--- src/rtl/cache_read_controller.sv ---
// Load-side lookup controller for the L0 data cache: issues the RAM read index in EX,
// resolves hit/miss in MA, and fetches missing or MMIO words over a valid/ready channel.
module cache_read_controller #(
    parameter int XLEN            = 32,
    parameter int CacheIndexWidth = 7,
    parameter int CacheTagWidth   = 7,
    parameter logic [XLEN-1:0] MMIO_ADDR = 32'h4000_0000
) (
    input  logic                       i_clk,
    input  logic                       i_rst,
    input  logic                       i_stall,
    input  logic                       i_flush,
    input  logic                       i_load_valid_ex,
    input  logic [XLEN-1:0]            i_load_address_ex,
    input  logic [XLEN/8-1:0]          i_load_byte_mask_ex,
    output logic [CacheIndexWidth-1:0] o_cache_read_index,
    input  logic [XLEN-1:0]            i_cache_read_data,
    input  logic [CacheTagWidth-1:0]   i_cache_read_tag,
    input  logic [XLEN/8-1:0]          i_cache_read_valid,
    input  logic                       i_cache_write_enable,
    input  logic [CacheIndexWidth-1:0] i_cache_write_index,
    input  logic [XLEN/8-1:0]          i_cache_write_byte_enable,
    input  logic [XLEN-1:0]            i_cache_write_data,
    input  logic [CacheTagWidth-1:0]   i_cache_write_tag,
    input  logic [XLEN/8-1:0]          i_cache_write_valid,
    output logic                       o_mem_req_valid,
    output logic [XLEN-1:0]            o_mem_req_address,
    input  logic                       i_mem_req_ready,
    input  logic                       i_mem_rsp_valid,
    input  logic [XLEN-1:0]            i_mem_rsp_data,
    output logic [XLEN-1:0]            o_load_data_ma,
    output logic                       o_load_data_valid_ma,
    output logic                       o_hit_ma,
    output logic                       o_stall_for_miss
);

    localparam int NB = XLEN / 8;

    typedef enum logic [2:0] {
        S_IDLE,
        S_LOOKUP,
        S_MISS_REQ,
        S_MISS_WAIT,
        S_RESP
    } state_t;

    state_t r_state;
    state_t w_state_next;

    logic                       r_abort;
    logic                       w_abort_next;
    logic [XLEN-1:0]            r_addr_ma;
    logic [NB-1:0]              r_mask_ma;
    logic [XLEN-1:0]            r_rsp_data;

    logic                       r_byp_hit;
    logic [CacheTagWidth-1:0]   r_byp_tag;
    logic [NB-1:0]              r_byp_valid;
    logic [NB-1:0]              r_byp_be;
    logic [XLEN-1:0]            r_byp_data;

    logic                       w_accept;
    logic                       w_stall;
    logic                       w_hit;
    logic                       w_is_mmio;
    logic [CacheIndexWidth-1:0] w_ex_index;
    logic [CacheIndexWidth-1:0] w_ma_index;
    logic [CacheTagWidth-1:0]   w_ma_tag;
    logic [CacheTagWidth-1:0]   w_eff_tag;
    logic [NB-1:0]              w_eff_valid;
    logic [XLEN-1:0]            w_eff_data;

    assign w_ex_index = i_load_address_ex[2 +: CacheIndexWidth];
    assign w_ma_index = r_addr_ma[2 +: CacheIndexWidth];
    assign w_ma_tag   = r_addr_ma[(2 + CacheIndexWidth) +: CacheTagWidth];
    assign w_is_mmio  = (r_addr_ma >= MMIO_ADDR);

    // A held LOOKUP keeps re-reading its own line so data tracks later writes.
    assign o_cache_read_index = (r_state == S_LOOKUP && i_stall) ? w_ma_index : w_ex_index;

    // The RAM returns pre-write contents when read and written in the same cycle,
    // so a same-index write from the previous cycle overrides the RAM outputs.
    always_comb begin
        w_eff_tag   = i_cache_read_tag;
        w_eff_valid = i_cache_read_valid;
        w_eff_data  = i_cache_read_data;
        if (r_byp_hit) begin
            w_eff_tag   = r_byp_tag;
            w_eff_valid = r_byp_valid;
            for (int b = 0; b < NB; b++) begin
                if (r_byp_be[b]) begin
                    w_eff_data[8*b +: 8] = r_byp_data[8*b +: 8];
                end
            end
        end
    end

    assign w_hit = (w_eff_tag == w_ma_tag) && ((w_eff_valid & r_mask_ma) == r_mask_ma) && !w_is_mmio;

    assign w_stall = ((r_state == S_LOOKUP) && !i_flush && !w_hit) ||
                     (r_state == S_MISS_REQ) || (r_state == S_MISS_WAIT);
    assign o_stall_for_miss = w_stall;

    assign w_accept = i_load_valid_ex && !i_stall && !w_stall && !i_flush;

    always_comb begin
        w_state_next         = r_state;
        w_abort_next         = r_abort;
        o_mem_req_valid      = 1'b0;
        o_mem_req_address    = '0;
        o_load_data_ma       = '0;
        o_load_data_valid_ma = 1'b0;
        o_hit_ma             = 1'b0;
        case (r_state)
            S_IDLE: begin
                if (w_accept) w_state_next = S_LOOKUP;
            end
            S_LOOKUP: begin
                if (i_flush) begin
                    w_state_next = S_IDLE;
                end else if (w_hit) begin
                    o_load_data_valid_ma = 1'b1;
                    o_hit_ma             = 1'b1;
                    o_load_data_ma       = w_eff_data;
                    w_state_next         = (i_stall || w_accept) ? S_LOOKUP : S_IDLE;
                end else begin
                    w_state_next = S_MISS_REQ;
                end
            end
            S_MISS_REQ: begin
                o_mem_req_valid   = 1'b1;
                o_mem_req_address = w_is_mmio ? r_addr_ma : {r_addr_ma[XLEN-1:2], 2'b00};
                if (i_flush) w_abort_next = 1'b1;
                if (i_mem_req_ready) w_state_next = S_MISS_WAIT;
            end
            S_MISS_WAIT: begin
                if (i_flush) w_abort_next = 1'b1;
                if (i_mem_rsp_valid) begin
                    w_state_next = (r_abort || i_flush) ? S_IDLE : S_RESP;
                    w_abort_next = 1'b0;
                end
            end
            S_RESP: begin
                o_load_data_valid_ma = 1'b1;
                o_load_data_ma       = r_rsp_data;
                w_state_next         = w_accept ? S_LOOKUP : S_IDLE;
            end
            default: begin
                w_state_next = S_IDLE;
            end
        endcase
    end

    always_ff @(posedge i_clk) begin
        if (i_rst) begin
            r_state   <= S_IDLE;
            r_abort   <= 1'b0;
            r_byp_hit <= 1'b0;
        end else begin
            r_state   <= w_state_next;
            r_abort   <= w_abort_next;
            r_byp_hit <= i_cache_write_enable && (i_cache_write_index == o_cache_read_index);
        end
    end

    // Datapath registers carry no reset; every consumer is qualified by state.
    always_ff @(posedge i_clk) begin
        if (w_accept) begin
            r_addr_ma <= i_load_address_ex;
            r_mask_ma <= i_load_byte_mask_ex;
        end
        if (r_state == S_MISS_WAIT && i_mem_rsp_valid) begin
            r_rsp_data <= i_mem_rsp_data;
        end
        r_byp_tag   <= i_cache_write_tag;
        r_byp_valid <= i_cache_write_valid;
        r_byp_be    <= i_cache_write_byte_enable;
        r_byp_data  <= i_cache_write_data;
    end

endmodule

--- config.mk ---
export PLATFORM = sky130hd
export DESIGN_NAME = cache_read_controller
export DESIGN_NICKNAME = d
export VERILOG_FILES = /design/src/rtl/cache_read_controller.sv
export SDC_FILE = /design/constraint.sdc
export NUM_CORES = 1
export LEC_CHECK = 0
export ABC_AREA = 1
export CAP_MARGIN = 0
export CORE_MARGIN = 1.5
export CORE_UTILIZATION = 35
export DETAILED_ROUTE_END_ITERATION = 7
export HOLD_SLACK_MARGIN = 0.03
export PLACE_DENSITY = 0.7
export RECOVER_POWER = 50
export SLEW_MARGIN = 20
export SYNTH_ARGS = -nofsm -noshare
export SYNTH_HDL_FRONTEND = slang
export SYNTH_SLANG_ARGS = --single-unit
--- constraint.sdc ---
create_clock -name i_clk -period 3.5 [get_ports i_clk]
set_clock_uncertainty 0.15 [all_clocks]
set_input_delay 0.7 -clock i_clk [delete_from_list [all_inputs] [get_ports i_clk]]
set_output_delay 0.7 -clock i_clk [all_outputs]
set_load 0.01 [all_outputs]
==> results.toml, run 1 <==
[die]
start_util_pct = 35.75
die_height_um = 124.6
dieArea_um2 = 15530
coreArea_um2 = 14480
ios = 248
die_w_um = 124.6
num_rows = 44

[synthesis]
post_synth.cell_area_avg_um2 = 10.48
synthCells = 494
synth.area.top_cells = "edfxtp_1 39%, dfxtp_1 20%, o31ai_4 12%"
ys_seq_area_share_pct = 59.56
synth_area_leader_cell = "edfxtp_1"
ys_ff_latch = 120
yosysWarnings = 0
synth_nets = 667
netlist.area_leader.share_pct = 39.45
synth_area_um2 = 5176
ys_types = 27

[cells_and_area]
fin_nets = 928
layout-drive-gt1-share_pct = 15.51
multi_input_area_um2 = 1779
instances_no_fill = 952
fill_cells = 1208
layout_commonest_cell = "dlygate4sd3_1"
regArea_um2 = 3087
layout_common_cells = "115 x dlygate4sd3_1, 104 x nand2_1, 89 x clkdlybuf4s50_1"
area_growth_pct = 63.21

[power]
ir_worst_vdd_mv = 0.3144
leakagePower_nw = 3.561
power_per_cell_area_nw_per_um2 = 431.7

[clock_tree]
cts_tree = "yes"
hold_buffers = 0
cts_made_buffers = 17
root_buffer = "clkbuf_16"
clk_pin_slew_ns = 0.05
clk_latency_ns = 0.42
htree_levels = 4
cts_max_path_buffers = 2
cts.sinks = 120

[detailed_routing]
vias = 4508
first_pass_iters = 5
avgViaCountPerCell = 4.735
drt-total-wl_um = 15430
remaining_drc_errors = 0
drtIter0Drc = 229
wl_per_cell_um = 16.21
ant_nets = 0

[setup_path]
cp_slowest_stage_delay_ns = 0.61
cp_max_fo = 14
cp-end-kind = "output port"
critPathRequiredTime_ns = 2.65
cpMostUsedCell = "clkdlybuf4s50_1"
cpMaxStageDelayCell = "clkdlybuf4s50_1"
path_class = "in -> out"
cp_data_arrival_time_ns = 2.55
cp_cell_sequence = "clkdlybuf4s50_1, nand2_1, o21ai_0, clkdlybuf4s50_1"
worst_setup_path_start_kind = "input pin"

[sta]
slew_headroom_pct = -3.852
fmax_ghz = 0.2938
tightest_slew_ns = 1.552
hold_viol = 0
finalCritPeriodShare_pct = 97.25
whs_ns = 0.3554
post-route-min-period_ns = 3.404
report.final.slew_viol_count = 16
finalSetupViolCount = 0

[grt]
grt_usage_pct = 19.93
antenna_found_initial = 1
grt_pass1_wl_um = 23900
gr-total-overflow = 0
grt_pass1_vias = 4792
grt_max_degree = 37

[job]
drv_cap = 1

[placed_design]
finalWeightedCongestion = 0.8473
hpwl_um = 11300
numPortBuffers = 247
place_inst = 914

[run_status]
outcome = "complete, but fails checks"
violations = "capacitance limit, slew limit"

[worst_hold_path]
hp-class = "reg -> reg"
## cells in the mapped netlist
library cell  number
inv_2              2
nor4b_1            1
buf_2              1
nor3b_1            1
nor3_1             3
nand4_1            3
o211ai_1           1
nand3_1           15
clkbuf_1          10
o31ai_1            3
buf_6              4
inv_1             56
buf_4              1
a21oi_1           34
edfxtp_1          68
o21ai_0           10
nor4_1             1
clkinv_1           1
o31ai_4           29
buf_1              4
nand2_1          106
nor2_1            82
a21oi_2            1
dfxtp_1           52
xor2_1             3
nor3_4             1
or2_2              1
## report_power, final
| part | internal [mW] | total [mW] | switching, mW | leakage [nW] |
|---|---|---|---|---|
| clock | 1.20 | 1.81 | 0.601 | 0.305 |
| combinational | 0.183 | 0.286 | 0.104 | 2.20 |
| sequential | 1.54 | 1.56 | 0.0202 | 1.06 |
| total | 2.92 | 3.65 | 0.725 | 3.56 |
## registers in the layout, indices dropped and copies added, names as in the netlist
signal	count
r_byp_hit	1
r_byp_be	4
r_byp_data	32
r_state	3
r_mask_ma	4
r_byp_valid	4
r_rsp_data	32
r_abort	1
r_addr_ma	32
r_byp_tag	7
## through the flow
| stage | power (mW) | util (%) | setup WS (ns) | TNS [ns] | area, um2 |
|---|---|---|---|---|---|
| final | 3.647 | 58.35 | 0.09613 | 0 | 8448 |
| after detailed placement | 1.895 | 54.55 | -0.3549 | -8.605 | 7898 |
| after floorplan | 1.658 | - | 0.7691 | 0 | 5176 |
| after global routing | 3.778 | 58.35 | -0.002914 | -0.005104 | 8448 |
| after global placement | 1.887 | 54.55 | -0.2710 | -7.782 | 7898 |
| after CTS | 3.720 | 58.61 | -0.0001779 | -0.0001779 | 8486 |
## critical path: cells and delay by family
kind                   cells  cell delay (ns)
AOI/OAI and AO/OA          1             0.42
buffers and inverters      2             1.13
and+or+nand+nor            1             0.30
## layout make-up
type / instances / share of cell area, %
Sequential cell: 120 / 36.54
Timing Repair Buffer: 262 / 29.74
Multi-Input combinational cell: 295 / 21.06
Clock buffer: 23 / 5.895
Tap cell: 184 / 2.725
Inverter: 59 / 2.621
Clock inverter: 8 / 1.392
Antenna cell: 1 / 0.02962
## cell families after synthesis
group,synth area share (%)
simple gates,16.61
flops,59.56
buf+inv,6.405
compound gates,16.92
xor+xnor,0.5077
## worst paths after layout
check	start	end	slack (ns)	cells after the start
setup / recovery	i_stall	o_cache_read_index[6]	0.1	4
hold / removal	r_abort$_SDFFE_PP0P_	r_abort$_SDFFE_PP0P_	0.36	2
setup reg to reg	r_state[0]$_SDFFE_PP0P_	r_rsp_data[24]$_DFFE_PP_	0.84	5
hold reg to reg	r_abort$_SDFFE_PP0P_	r_abort$_SDFFE_PP0P_	0.36	2
## routing by layer
metal	up-vias	track usage, %	share of wire (%)
li1	2161	-	-
met2	207	34.68	51
met5	-	0	0
met1	2109	21.98	38
met3	31	7.002	7.6
met4	0	8.519	2.9
## repair_timing
action / in CTS / in global routing
endpoints found under the setup margin: 34 / 35
resized for setup: 41 / 80
setup buffers: 0 / 5
gates cloned: 0 / 1
pin swaps: 0 / 20
Note: power is estimated with default switching activity, not from simulation.
==> inputs of run 2 (changes only) <==
--- a/config.mk
+++ b/config.mk
@@ -8,10 +8,11 @@
 export ABC_AREA = 1
 export CAP_MARGIN = 0
 export CORE_MARGIN = 1.5
-export CORE_UTILIZATION = 35
+export CORE_UTILIZATION = 41
 export DETAILED_ROUTE_END_ITERATION = 7
-export HOLD_SLACK_MARGIN = 0.03
-export PLACE_DENSITY = 0.7
+export GPL_TIMING_DRIVEN = 1
+export HOLD_SLACK_MARGIN = 0.15
+export PLACE_DENSITY = 0.81
 export RECOVER_POWER = 50
 export SLEW_MARGIN = 20
 export SYNTH_ARGS = -nofsm -noshare
==> results.toml, run 2 (same netlist as run 1, synthesis figures left out) <==
[run_status]
outcome = "complete, but fails checks"
violations = "capacitance limit, slew limit"

[setup_path]
cp_data_arrival_time_ns = 2.63
cp-end-kind = "output port"
critPathTopFamily = "simple AND/OR/NAND/NOR gates"
cp_max_fo = 10
path_class = "reg -> out"
cp_cell_sequence = "buf_6, buf_6, nand2_2, nand3_2, nand2_2, nor2_1, nand2_1, nor2_1, nand2_1, nor3_4, clkinv_4, buf_12, o31ai_4, buf_2"
worst-path-buf-inv = 5
cpMaxStageDelayCell = "dfxtp_4"
worst_setup_path_start_kind = "flop"
cp_slowest_stage_delay_ns = 0.44
critPathRequiredTime_ns = 2.65

[clock_tree]
root_buffer = "clkbuf_16"
clk_pin_slew_ns = 0.05
htree_levels = 4
cts_made_buffers = 17
hold_buffers = 0
cts.sinks = 120
cts_max_path_buffers = 2
cts_tree = "yes"
clk_latency_ns = 0.40

[sta]
finalWorstSetupSlack_ns = 0.02409
finalSetupViolCount = 0
post-route-min-period_ns = 3.476
hold_viol = 0
finalCritPeriodShare_pct = 99.31
report.final.slew_viol_count = 34
rsz0062_at_grt = "true"
slew_headroom_pct = -22.17
tightest_slew_ns = 1.833
whs_ns = 0.3611
fmax_ghz = 0.2877

[power]
power_per_cell_area_nw_per_um2 = 421.5
leakagePower_nw = 3.638
ir_worst_vdd_mv = 0.2994

[cells_and_area]
layout_common_cells = "116 x dlygate4sd3_1, 100 x nand2_1, 88 x clkdlybuf4s50_1"
instances_no_fill = 945
top_regs = "r_addr_ma x32, r_byp_data x32, r_rsp_data x32"
layout-drive-gt1-share_pct = 16.93
finish.utilization_pct = 70.20
area_growth_pct = 64.93
fin_nets = 934
layout_commonest_cell = "dlygate4sd3_1"

[die]
start_util_pct = 42.56
die_w_um = 115.4
coreArea_um2 = 12160
num_rows = 40
dieArea_um2 = 13310
die_height_um = 115.4
ios = 248

[placed_design]
finalWeightedCongestion = 0.8690
numPortBuffers = 247
dp_slack_ns = -0.3490
hpwl_um = 11930
place_inst = 901

[detailed_routing]
drtIter0Drc = 246
drt-total-wl_um = 16220
wl_per_cell_um = 17.16
ant_nets = 0
remaining_drc_errors = 0
vias = 4542
avgViaCountPerCell = 4.806
first_pass_iters = 5

[grt]
gr-total-overflow = 0
grt_pass1_vias = 4665
antenna_found_initial = 2
grt_max_degree = 34
grt_usage_pct = 23.42
grt_pass1_wl_um = 23140

[worst_hold_path]
hp-class = "reg -> reg"

[job]
drv_cap = 1
run 2: cell count changes in the layout (fill, tap and decap cells not counted), sizes merged:
| cell | delta |
|---|---|
| buf | +20 |
| clkbuf | -14 |
| clkdlybuf4s50 | -1 |
| clkinv | +2 |
| clkinvlp | -1 |
| diode | +2 |
| dlygate4sd3 | +1 |
run 2: final cells by class:
cell class,count,area (um2)
Clock inverter,9,121.4
Multi-Input combinational cell,295,1822
Antenna cell,3,7.507
Clock buffer,23,478.0
Timing Repair Buffer,268,2580
Tap cell,168,210.2
Fill cell,876,3625
Sequential cell,120,3087
Inverter,59,231.5
run 2: worst min-delay path: cells and delay by family, from the launching register on:
family / cells / cell delay, ns
flops: 1 / 0.30
simple gates: 2 / 0.16
run 2: final timing paths:
path                                              start                      end  slack (ns)  cells past startpoint
worst max-delay path               r_byp_hit$_SDFF_PP0_       o_load_data_ma[23]        0.02                     14
worst min-delay path               r_abort$_SDFFE_PP0P_     r_abort$_SDFFE_PP0P_        0.36                      2
worst max register to register  r_state[0]$_SDFFE_PP0P_  r_rsp_data[7]$_DFFE_PP_        0.72                      5
worst min register to register     r_abort$_SDFFE_PP0P_     r_abort$_SDFFE_PP0P_        0.36                      2
run 2: layer usage:
layer  track usage (%)  vias to the layer above  wire [um]
li1                  -                     2180          -
met3             6.695                       46        999
met4             13.00                        0        573
met2             41.66                      201       8587
met5                 0                        -          0
met1             24.93                     2115       6055
run 2: through the flow:
| step | power, mW | cell area, um2 | setup TNS, ns |
|---|---|---|---|
| global placement | 1.885 | 7863 | -8.376 |
| floorplan | 1.658 | 5176 | 0 |
| finish | 3.598 | 8537 | 0 |
| detailed placement | 1.896 | 7863 | -9.707 |
| CTS | 3.654 | 8468 | -0.01829 |
| global route | 3.723 | 8534 | -1.622 |
run 2: where the power goes:
part | switching (mW) | total [mW] | internal [mW]
logic | 0.108 | 0.291 | 0.183
clock network | 0.580 | 1.75 | 1.17
registers | 0.0220 | 1.56 | 1.54
run 2: what timing repair did:
action | in CTS | in global routing
gates resized for setup | 83 | 81
setup endpoints to repair | 33 | 37
setup buffers | 0 | 6
pin swaps | 0 | 17
cloned | 0 | 3
==> inputs of run 3 (changes only) <==
--- a/config.mk
+++ b/config.mk
@@ -6,7 +6,7 @@
 export NUM_CORES = 1
 export LEC_CHECK = 0
 export ABC_AREA = 1
-export CAP_MARGIN = 0
+export CAP_MARGIN = 30
 export CORE_MARGIN = 1.5
 export CORE_UTILIZATION = 41
 export DETAILED_ROUTE_END_ITERATION = 7
==> results of run 3 <==
Final layout, timing and power as in run 2 (identical DEF).
